===== config.mk =====
export PLATFORM = sky130hd
export DESIGN_NAME = multiplicador_booth
export DESIGN_NICKNAME = d
export VERILOG_FILES = /design/src/rtl/multiplicador_booth.sv
export SDC_FILE = /design/constraint.sdc
export NUM_CORES = 1
export LEC_CHECK = 0
export ABC_AREA = 1
export ABC_CLOCK_PERIOD_IN_PS = 4710
export CAP_MARGIN = 25
export CORE_MARGIN = 4
export CORE_UTILIZATION = 40
export DETAILED_ROUTE_END_ITERATION = 6
export HOLD_SLACK_MARGIN = 0.1
export PLACE_DENSITY_LB_ADDON = 0.25
export SLEW_MARGIN = 25
export SYNTH_ARGS = -nofsm -noshare
export SYNTH_HDL_FRONTEND = slang
export SYNTH_SLANG_ARGS = --single-unit

===== constraint.sdc =====
create_clock -name clk -period 4.71 [get_ports clk]
set_input_delay 1.1775 -clock clk [delete_from_list [all_inputs] [get_ports clk]]
set_output_delay 1.1775 -clock clk [all_outputs]
set_load 0.01 [all_outputs]

===== src/rtl/multiplicador_booth.sv =====
// multiplicador_booth: sequential radix-2 Booth multiplier.
// The operands are widened to W = N+1 bits. The accumulator A, the multiplier
// register Q and the qsub1 bit step through W add/subtract + shift pairs.
// The 2N-bit product is registered on resultado, and Fin pulses for one cycle
// when the product is ready.
// Optional macro MULT_UNSIGNED_EN adds the sin_signo input, which selects
// zero-extension (unsigned product) instead of sign-extension.

module multiplicador_booth #(
    parameter int N = 8
) (
    input  logic           clk,
    input  logic           reset,
    input  logic           inicio,
    input  logic [N-1:0]   multiplicando,
    input  logic [N-1:0]   multiplicador,
`ifdef MULT_UNSIGNED_EN
    input  logic           sin_signo,
`endif
    output logic [2*N-1:0] resultado,
    output logic           ocupado,
    output logic           Fin
);

    localparam int W  = N + 1;
    localparam int CW = $clog2(W + 1);

    typedef enum logic [1:0] {
        IDLE,
        OPERA,
        DESPLAZA,
        FIN
    } estado_t;

    estado_t        estado;
    estado_t        siguiente;
    logic [W-1:0]   a;
    logic [W-1:0]   q;
    logic [W-1:0]   m;
    logic           qsub1;
    logic [CW-1:0]  cuenta;
    logic           ext_m;
    logic           ext_q;
    logic [W-1:0]   a_op;
    logic [2*W-1:0] desplazado;

    // Extension bit used to widen each operand to W bits at load time
    always_comb begin
`ifdef MULT_UNSIGNED_EN
        ext_m = sin_signo ? 1'b0 : multiplicando[N-1];
        ext_q = sin_signo ? 1'b0 : multiplicador[N-1];
`else
        ext_m = multiplicando[N-1];
        ext_q = multiplicador[N-1];
`endif
    end

    // Booth recoding of {Q[0], qsub1}: add M, subtract M, or keep A (modulo 2^W)
    always_comb begin
        a_op = a;
        case ({q[0], qsub1})
            2'b01:   a_op = a + m;
            2'b10:   a_op = a - m;
            default: a_op = a;
        endcase
    end

    // {A,Q} arithmetic-shifted right by one bit, with the A sign bit replicated
    assign desplazado = {a[W-1], a, q[W-1:1]};

    // State register, with synchronous active-low reset
    always_ff @(posedge clk) begin
        if (!reset) begin
            estado <= IDLE;
        end else begin
            estado <= siguiente;
        end
    end

    // Next-state logic and the state-decoded outputs
    always_comb begin
        siguiente = estado;
        ocupado   = 1'b1;
        Fin       = 1'b0;
        case (estado)
            IDLE: begin
                ocupado = 1'b0;
                if (inicio) begin
                    siguiente = OPERA;
                end
            end
            OPERA: begin
                siguiente = DESPLAZA;
            end
            DESPLAZA: begin
                if (cuenta == CW'(1)) begin
                    siguiente = FIN;
                end else begin
                    siguiente = OPERA;
                end
            end
            FIN: begin
                Fin       = 1'b1;
                siguiente = IDLE;
            end
            default: begin
                siguiente = IDLE;
            end
        endcase
    end

    // Datapath. The product is captured on the final shift so that it is
    // already visible on resultado during the Fin cycle. It then holds until
    // the next operation completes.
    always_ff @(posedge clk) begin
        if (!reset) begin
            a         <= '0;
            q         <= '0;
            m         <= '0;
            qsub1     <= 1'b0;
            cuenta    <= '0;
            resultado <= '0;
        end else begin
            case (estado)
                IDLE: begin
                    if (inicio) begin
                        a      <= '0;
                        qsub1  <= 1'b0;
                        cuenta <= CW'(W);
                        m      <= {ext_m, multiplicando};
                        q      <= {ext_q, multiplicador};
                    end
                end
                OPERA: begin
                    a <= a_op;
                end
                DESPLAZA: begin
                    a      <= desplazado[2*W-1:W];
                    q      <= desplazado[W-1:0];
                    qsub1  <= q[0];
                    cuenta <= cuenta - CW'(1);
                    if (cuenta == CW'(1)) begin
                        resultado <= desplazado[2*N-1:0];
                    end
                end
                default: begin
                end
            endcase
        end
    end

endmodule


==> metrics, run 1 <==
Fin. Hold Viols=0; reg2reg start=m[0]; Setup crit start kind=register; post-synthesis net count=407; Die ar.=8000 um^2; vias in the first global route=2107; Post-synth top flop=dfxtp_1; EDFF count, synth=0; sequential fraction of the synthesis area=37.0%; setup ws final=1.82 ns; Longest Clk Path Bufs=2; hold_sp=a[0]; Post-CTS Setup Bufs=0; placed cell areas=3080 um^2; core footprint=6390 um^2; unrepaired setup endpoints after global routing=no; gr ovfl total=0; clock root buffer=clkbuf_8; Final setup viols=0; worst path cell trace=inv_1 -> ha_1 -> inv_2 -> clkdlybuf4s50_1; Non-Filler Instances=484; Worst setup EP type=output pin; Final ANT Viol Nets=0; power per cell area=364 nW/um^2; flop-to-flop setup slack=2.30 ns; post-synthesis register bit count=49; Resized Gates After CTS=0; number of vias per cell=5.05; clock latency on the worst-skew pair=0.30 ns; Die Span Y=89.4 um; Top Metal Used=met4; Final Max Tran Viols=0; Final period util=61.4%; CTS tree=done; worst-margin pin slew=0.715 ns; io pins=37; pre-CTS setup slack=1.65 ns; Hold Path Depth=2; WL final=5.78 mm; Vias=2442; Crit Path Max Fanout=5; Post-Synthesis Cells=372; crit-path max cell delay=0.54 ns; starting density of the core=41.5%; DR WL met2=2.73 mm; most frequent cells in the layout=83 x nand2_1, 49 x dfxtp_1, 43 x nor2_1; ratio of cells with drive above 1 in the final layout=6.63%; WL per Instance=11.9 um; setup TNS=0 ns; FF-to-FF path depth=14; met3 wire length=272 um; WP data arrival=1.71 ns; worst min path class=register to register; Slowest cell on crit path=clkdlybuf4s50_1; DRT iter0 DRCs=144; DRC errors left=0; DRT Pass-1 Iters=4; cell area after layout=3170 um^2; total track usage=15.1%; Synth warnings=0; CTS clk-pin slew, worst paths=0.10 ns; Data required, critical path=3.53 ns; Num Clock Sinks=49; largest net degree at the start of global routing=36; hold buffers post-CTS=0; Avg Cell Area, Syn=7.13 um^2; Worst Hold End=a[0]; crit path kind=register to output pin; Worst Hold Slack=0.474 ns; Lkg Pwr=1.34 nW; Finished Core Util=49.7%; H-tree depth=2; cell count after placement=476; Post-Route Skew=0.00530 ns; Max rail drop VDD=0.000219 V; MaxCap Viol Count=0; worst relative slew slack=52.3%; number of distinct library cells after synthesis=32; min Tclk post-route=2.89 ns; Die Wd=89.4 um; first-pass GRT wire length=9.64 mm; hpwl dp=4.32 mm; reg2reg end=a[8]; initial antenna violation count=0; Rows=29; cts bufs inserted=5; most common cell after layout, fill and taps aside=nand2_1; Area Growth Syn to Fin=19.6%; overall power=1.16 mW; Met1 Routed Length=2.75 mm; IO Port Bufs=36; Max Fclk=346 MHz; ANT cells=0; asr flop ratio synth=0%; post-synthesis cell area=2650 um^2; GPL Wtd Cong=0.863; outcome=finished, final reports clean; Filler Cell Count=612; nets=441
cell families (layout without fill, tap and decap cells):
kind of cell               Yosys count  in the layout  synth area share, %
AOI/OAI and AO/OA                   87             87                 17.7
DFF                                 49             49                 37.0
adders and majority gates           16             16                 7.83
xor gates and xnor gates             8              8                 2.64
and+or+nand+nor                    156            156                 26.1
buffers and inverters               56             91                 8.73
cell usage after synthesis (all sizes together) (2+ instances only):
cell type | number | area, um^2
o31ai | 2 | 15.0
inv | 44 | 178
clkbuf | 7 | 26.3
ha | 15 | 188
buf | 5 | 27.5
a31oi | 9 | 62.6
xor2 | 5 | 43.8
nor3 | 3 | 20.0
nand4 | 5 | 31.3
dfxtp | 49 | 981
nand3 | 14 | 80.1
o21ai | 43 | 219
nand2 | 86 | 335
a21oi | 30 | 150
xnor2 | 3 | 26.3
nor2 | 45 | 201
nand3b | 2 | 15.0
where the power goes:
| part | internal, mW | switching (mW) |
|---|---|---|
| clock | 0.108 | 0.153 |
| sequential | 0.452 | 0.0300 |
| combinational | 0.162 | 0.250 |
state kept, by name, indices dropped and copies added (netlist names):
register   count
resultado     16
a              9
q              9
m              8
cuenta         4
estado         2
qsub1          1
final cells by class:
class	count	area [um^2]	share of cell area, %
tap	77	96.3	3.04
timing repair buffer	39	383	12.1
inverter	44	178	5.60
sequential	49	981	30.9
multi-input combinational	267	1440	45.4
clock buffer	5	68.8	2.17
clock inverter	3	26.3	0.828
per-layer routing:
| layer | vias up | global-route usage (%) |
|---|---|---|
| li1 | 1278 | - |
| met4 | 0 | 2.84 |
| met2 | 45 | 24.0 |
| met5 | - | 0 |
| met3 | 4 | 3.32 |
| met1 | 1115 | 21.3 |
worst max-delay path by stage:
stage / from / cells past startpoint / endpoint
global route: estado[1] / 4 / ocupado
floorplan: m[0] / 15 / a[7]
CTS: estado[0] / 4 / ocupado
detailed placement: inicio / 7 / cuenta[3]
finish: estado[0] / 4 / ocupado
global placement: inicio / 7 / cuenta[3]
critical path, delay by kind of cell (launching register included):
family / cells / cell delay, ns
adders and majority gates: 1 / 0.27
DFF: 1 / 0.42
buffers and inverters: 3 / 0.73
Note: power is estimated with default switching activity, not from simulation.
==> inputs of run 2 (changes only) <==
Settings changed: ABC_CLOCK_PERIOD_IN_PS 4710 to 2670.
Clock period 4.71 ns to 2.67 ns, I/O delays scaled along.
==> run 2 against run 1 <==
- first-iteration DRC count is 16% lower
- die area stayed put
- design area is 0.71% higher
- via count is 0.20% lower
- power is 77% higher
- non-clock buffer count is 3 higher
- largest cell class unchanged
- largest power group unchanged
==> metrics, run 2 (synthesis results as in run 1) <==
vias in the first global route=2302 (+9.3%); clock root buffer=clkbuf_8; Worst Hold Slack=0.473 ns (-0.00118 ns); FF-to-FF path depth=16 (+2); area of the multi-input gates=1440 um^2 (unchanged); Data required, critical path=2.00 ns (-1.53 ns); Rows=29 (unchanged); Hold Path Depth=2 (unchanged); CTS tree=done; Largest Register=resultado; Max Fclk=425 MHz; CTS clk-pin slew, worst paths=0.09 ns (about the same); Lkg Pwr=1.36 nW (+1.1%); Final period util=88.2%; gr ovfl total=0 (unchanged); most frequent cells in the layout=83 x nand2_1, 49 x dfxtp_1, 43 x nor2_1; hold buffers post-CTS=0 (unchanged); core footprint=6390 um^2 (unchanged); Final ANT Viol Nets=0 (unchanged); Largest regs=resultado (16), a (9), q (9); setup ws final=0.316 ns (-1.50 ns); overall power=2.05 mW (+77%); total track usage=16.0% (+0.87 points); DRT iter0 DRCs=121 (-16%); WP data arrival=1.69 ns (-0.02 ns); starting density of the core=41.5% (unchanged); Area Growth Syn to Fin=20.5%; cell area after layout=3190 um^2 (+0.71%); Non-Filler Instances=487 (+0.62%); Num Clock Sinks=49 (unchanged); Max rail drop VDD=0.000419 V (+92%); ratio of cells with drive above 1 in the final layout=7.32% (+0.68 points); most common cell after layout, fill and taps aside=nand2_1; number of vias per cell=5.00 (-0.82%); setup TNS=0 ns (unchanged); largest net degree at the start of global routing=23 (-36%); unrepaired setup endpoints after global routing=no; Crit Path Max Fanout=5 (unchanged); worst min path class=register to register; MaxCap Viol Count=0 (unchanged); Die ar.=8000 um^2 (unchanged); Worst setup EP type=output pin; Setup crit start kind=register; Final setup viols=0 (unchanged); Vias=2437 (-0.20%); Resized Gates After CTS=0 (unchanged); DRT Pass-1 Iters=4 (unchanged); outcome=finished, final reports clean; ANT cells=0 (unchanged); io pins=37 (unchanged); max reg flops=16 (unchanged); power per cell area=642 nW/um^2 (+76%); crit path kind=register to output pin; cts bufs inserted=5 (unchanged); initial antenna violation count=0 (unchanged); Fin. Hold Viols=0 (unchanged); Filler Cell Count=651 (+6.4%); WL final=5.94 mm (+2.8%); hpwl dp=4.58 mm (+6.1%); Post-Route Skew=0.00305 ns (-0.00225 ns); worst-margin pin slew=0.493 ns (-0.222 ns); IO Port Bufs=36 (unchanged); Die Span Y=89.4 um (unchanged); DRC errors left=0 (unchanged); clock latency on the worst-skew pair=0.30 ns (about the same); Finished Core Util=50.0% (+0.35 points); pre-CTS setup slack=0.358 ns (-1.29 ns); nets=444 (+0.68%); Register Area=981 um^2 (unchanged); Post-CTS Setup Bufs=0 (unchanged); placed cell areas=3100 um^2 (+0.73%); Die Wd=89.4 um (unchanged); worst relative slew slack=67.1% (+15 points); cell count after placement=479 (+0.63%); H-tree depth=2 (unchanged); WL per Instance=12.2 um (+2.1%); first-pass GRT wire length=10.1 mm (+5.3%); GPL Wtd Cong=0.792 (-8.2%); min Tclk post-route=2.35 ns; Final Max Tran Viols=0 (unchanged); Longest Clk Path Bufs=2 (unchanged)
## run 2: cell types whose count changed in the layout (fill, tap and decap cells not counted), sizes merged
cell and delta:
buf +3
## run 2: critical path, stage by stage (launching register included)
cell             delay [ns]
dfxtp_1                0.40
inv_1                  0.08
ha_1                   0.26
inv_2                  0.10
clkdlybuf4s50_1        0.54
## run 2: layer usage
metal	vias to the layer above	track usage, %	wire (um)
li1	1285	-	-
met1	1104	20.5	2760
met2	39	27.9	2950
met3	9	2.49	175
met4	0	4.19	45
met5	-	0	0
## run 2: worst paths after layout
| check | slack [ns] | endpoint | startpoint |
|---|---|---|---|
| setup / recovery | 0.32 | ocupado | estado[0] |
| hold / removal | 0.47 | a[0] | a[0] |
| setup reg to reg | 0.35 | a[7] | m[0] |
| hold reg to reg | 0.47 | a[0] | a[0] |
## run 2: final cells by class
type / instances / area share [%]
sequential: 49 / 30.7
multi-input combinational: 267 / 45.0
inverter: 44 / 5.56
clock inverter: 3 / 0.823
tap: 77 / 3.02
timing repair buffer: 42 / 12.7
clock buffer: 5 / 2.15
## run 2: report_power, final
part | internal, mW | leakage [nW] | switching (mW) | total [mW]
logic | 0.295 | 0.916 | 0.447 | 0.743
registers | 0.797 | 0.400 | 0.0513 | 0.849
clock network | 0.191 | 0.0423 | 0.269 | 0.460
==> inputs of run 3 (changes only) <==
Settings changed: CAP_MARGIN 25 to 20, CORE_UTILIZATION 40 to 54.
==> run 3 against run 2 <==
- global-route usage is 6.4 points higher
- wire length is 7.2% higher
- clock-buffer cell count is 1 higher
- sequential share of layout area is 0.21 points higher
- fmax is 0.92% lower
- worst hold slack better by 0.0032 ns
- utilization is 17 points higher
- cell count is 2.1% lower
- power is 0.19% lower
- sequential power hardly changed
==> metrics, run 3 (synthesis results as in run 1) <==
number of vias per cell=5.32 (+6.4%); IO Port Bufs=36 (unchanged); DRT iter0 DRCs=128 (+5.8%); GPL Wtd Cong=0.917 (+16%); crit path kind=register to register; Fin. Hold Viols=0 (unchanged); Rows=25 (-14%); initial antenna violation count=0 (unchanged); most common cell after layout, fill and taps aside=nand2_1; WP data arrival=2.55 ns (+0.86 ns); worst-margin pin slew=0.513 ns (+0.0198 ns); setup ws final=0.294 ns (-0.0219 ns); core footprint=4750 um^2 (-26%); power per cell area=645 nW/um^2 (+0.48%); Data required, critical path=2.85 ns (+0.85 ns); Final period util=89.0% (+0.82 points); MaxCap Viol Count=0 (unchanged); clock latency on the worst-skew pair=0.31 ns (about the same); Filler Cell Count=456 (-30%); first-pass GRT wire length=11.0 mm (+8.1%); Crit Path Max Fanout=5 (unchanged); DRC errors left=0 (unchanged); io pins=37 (unchanged); unrepaired setup endpoints after global routing=no; Final setup viols=0 (unchanged); Area Growth Syn to Fin=19.7%; gr ovfl total=0 (unchanged); setup TNS=0 ns (unchanged); ANT cells=0 (unchanged); Max Fclk=421 MHz (-0.92%); overall power=2.05 mW (-0.19%); CTS tree=done; Post-CTS Setup Bufs=0 (unchanged); DRT Pass-1 Iters=4 (unchanged); outcome=finished, final reports clean; Worst Hold Slack=0.476 ns (+0.00322 ns); worst min path class=register to register; worst relative slew slack=65.8% (-1.3 points); Longest Clk Path Bufs=2 (unchanged); ratio of cells with drive above 1 in the final layout=7.07% (-0.24 points); starting density of the core=55.8% (+14 points); cts bufs inserted=5 (unchanged); total track usage=22.4% (+6.4 points); Largest regs=resultado (16), a (9), q (9); Post-Route Skew=0.00667 ns (+0.00362 ns); max reg flops=16 (unchanged); largest net degree at the start of global routing=24 (+4.3%); Final ANT Viol Nets=0 (unchanged); WL final=6.37 mm (+7.2%); Max rail drop VDD=0.000435 V (+3.8%); clock root buffer=clkbuf_8; most frequent cells in the layout=83 x nand2_1, 49 x dfxtp_1, 43 x nor2_1; Vias=2540 (+4.2%); Lkg Pwr=1.36 nW (+0.25%); vias in the first global route=2416 (+5.0%); H-tree depth=2 (unchanged); Num Clock Sinks=49 (unchanged); WL per Instance=13.3 um (+9.5%); Worst setup EP type=register; Die ar.=6090 um^2 (-24%); hpwl dp=4.78 mm (+4.4%); min Tclk post-route=2.38 ns (+0.0219 ns); nets=444 (unchanged); Largest Register=resultado; pre-CTS setup slack=0.339 ns (-0.0199 ns); Die Span Y=78.1 um (-13%); Die Wd=78.1 um (-13%); CTS clk-pin slew, worst paths=0.09 ns (about the same); Non-Filler Instances=477 (-2.1%); cell count after placement=469 (-2.1%); Final Max Tran Viols=0 (unchanged); Setup crit start kind=register
run 3: final cells by class:
class                           count  area, um^2  share of cell area (%)
Clock buffer                        6        72.6                    2.29
Clock inverter                      2        13.8                   0.434
Inverter                           44         178                    5.60
Multi-Input combinational cell    267        1440                    45.3
Sequential cell                    49         981                    30.9
Tap cell                           67        83.8                    2.64
Timing Repair Buffer               42         405                    12.8
run 3: stage by stage:
step                      cell area (um^2)  utilization, %
after floorplan                       2650               -
after global placement                3090            64.9
after detailed placement              3090            64.9
after CTS                             3170            66.7
after global routing                  3170            66.7
final                                 3170            66.7
run 3: worst max-delay path: stages, from the launching register on:
cell and delay [ns]:
dfxtp_1 0.33, inv_1 0.09, ha_1 0.19, nand2_1 0.09, o31ai_1 0.25, xor2_1 0.18, inv_1 0.07, ha_1 0.33
nand2_1 0.10, o21bai_1 0.10, nand2_1 0.06, a21oi_1 0.19, nand3_1 0.11, nand3_1 0.09, a21oi_1 0.06
run 3: worst paths after layout:
check        slack [ns]  startpoint  depth (start not counted)    to
max                0.29        m[1]                         14  a[8]
min                0.48        a[0]                          2  a[0]
max reg2reg        0.29        m[1]                         14  a[8]
min reg2reg        0.48        a[0]                          2  a[0]
run 3: what timing repair did:
item / in CTS / in global routing
resized for setup: 0 / 1
endpoints found under the setup margin: 0 / 1
hold buffers: 0 / 0
run 3: per-layer routing:
metal / part of all wire, % / track usage [%] / vias to the layer above
met3: 5.7 / 4.36 / 8
met5: 0 / 0 / -
li1: - / - / 1285
met1: 47 / 29.9 / 1167
met4: 1.3 / 6.47 / 0
met2: 46 / 36.6 / 80
run 3: report_power, final:
group          switching, mW  internal [mW]  total, mW  leakage (nW)
Sequential            0.0544          0.797      0.852         0.400
Combinational          0.459          0.297      0.755         0.916
Clock                  0.254          0.187      0.441        0.0456
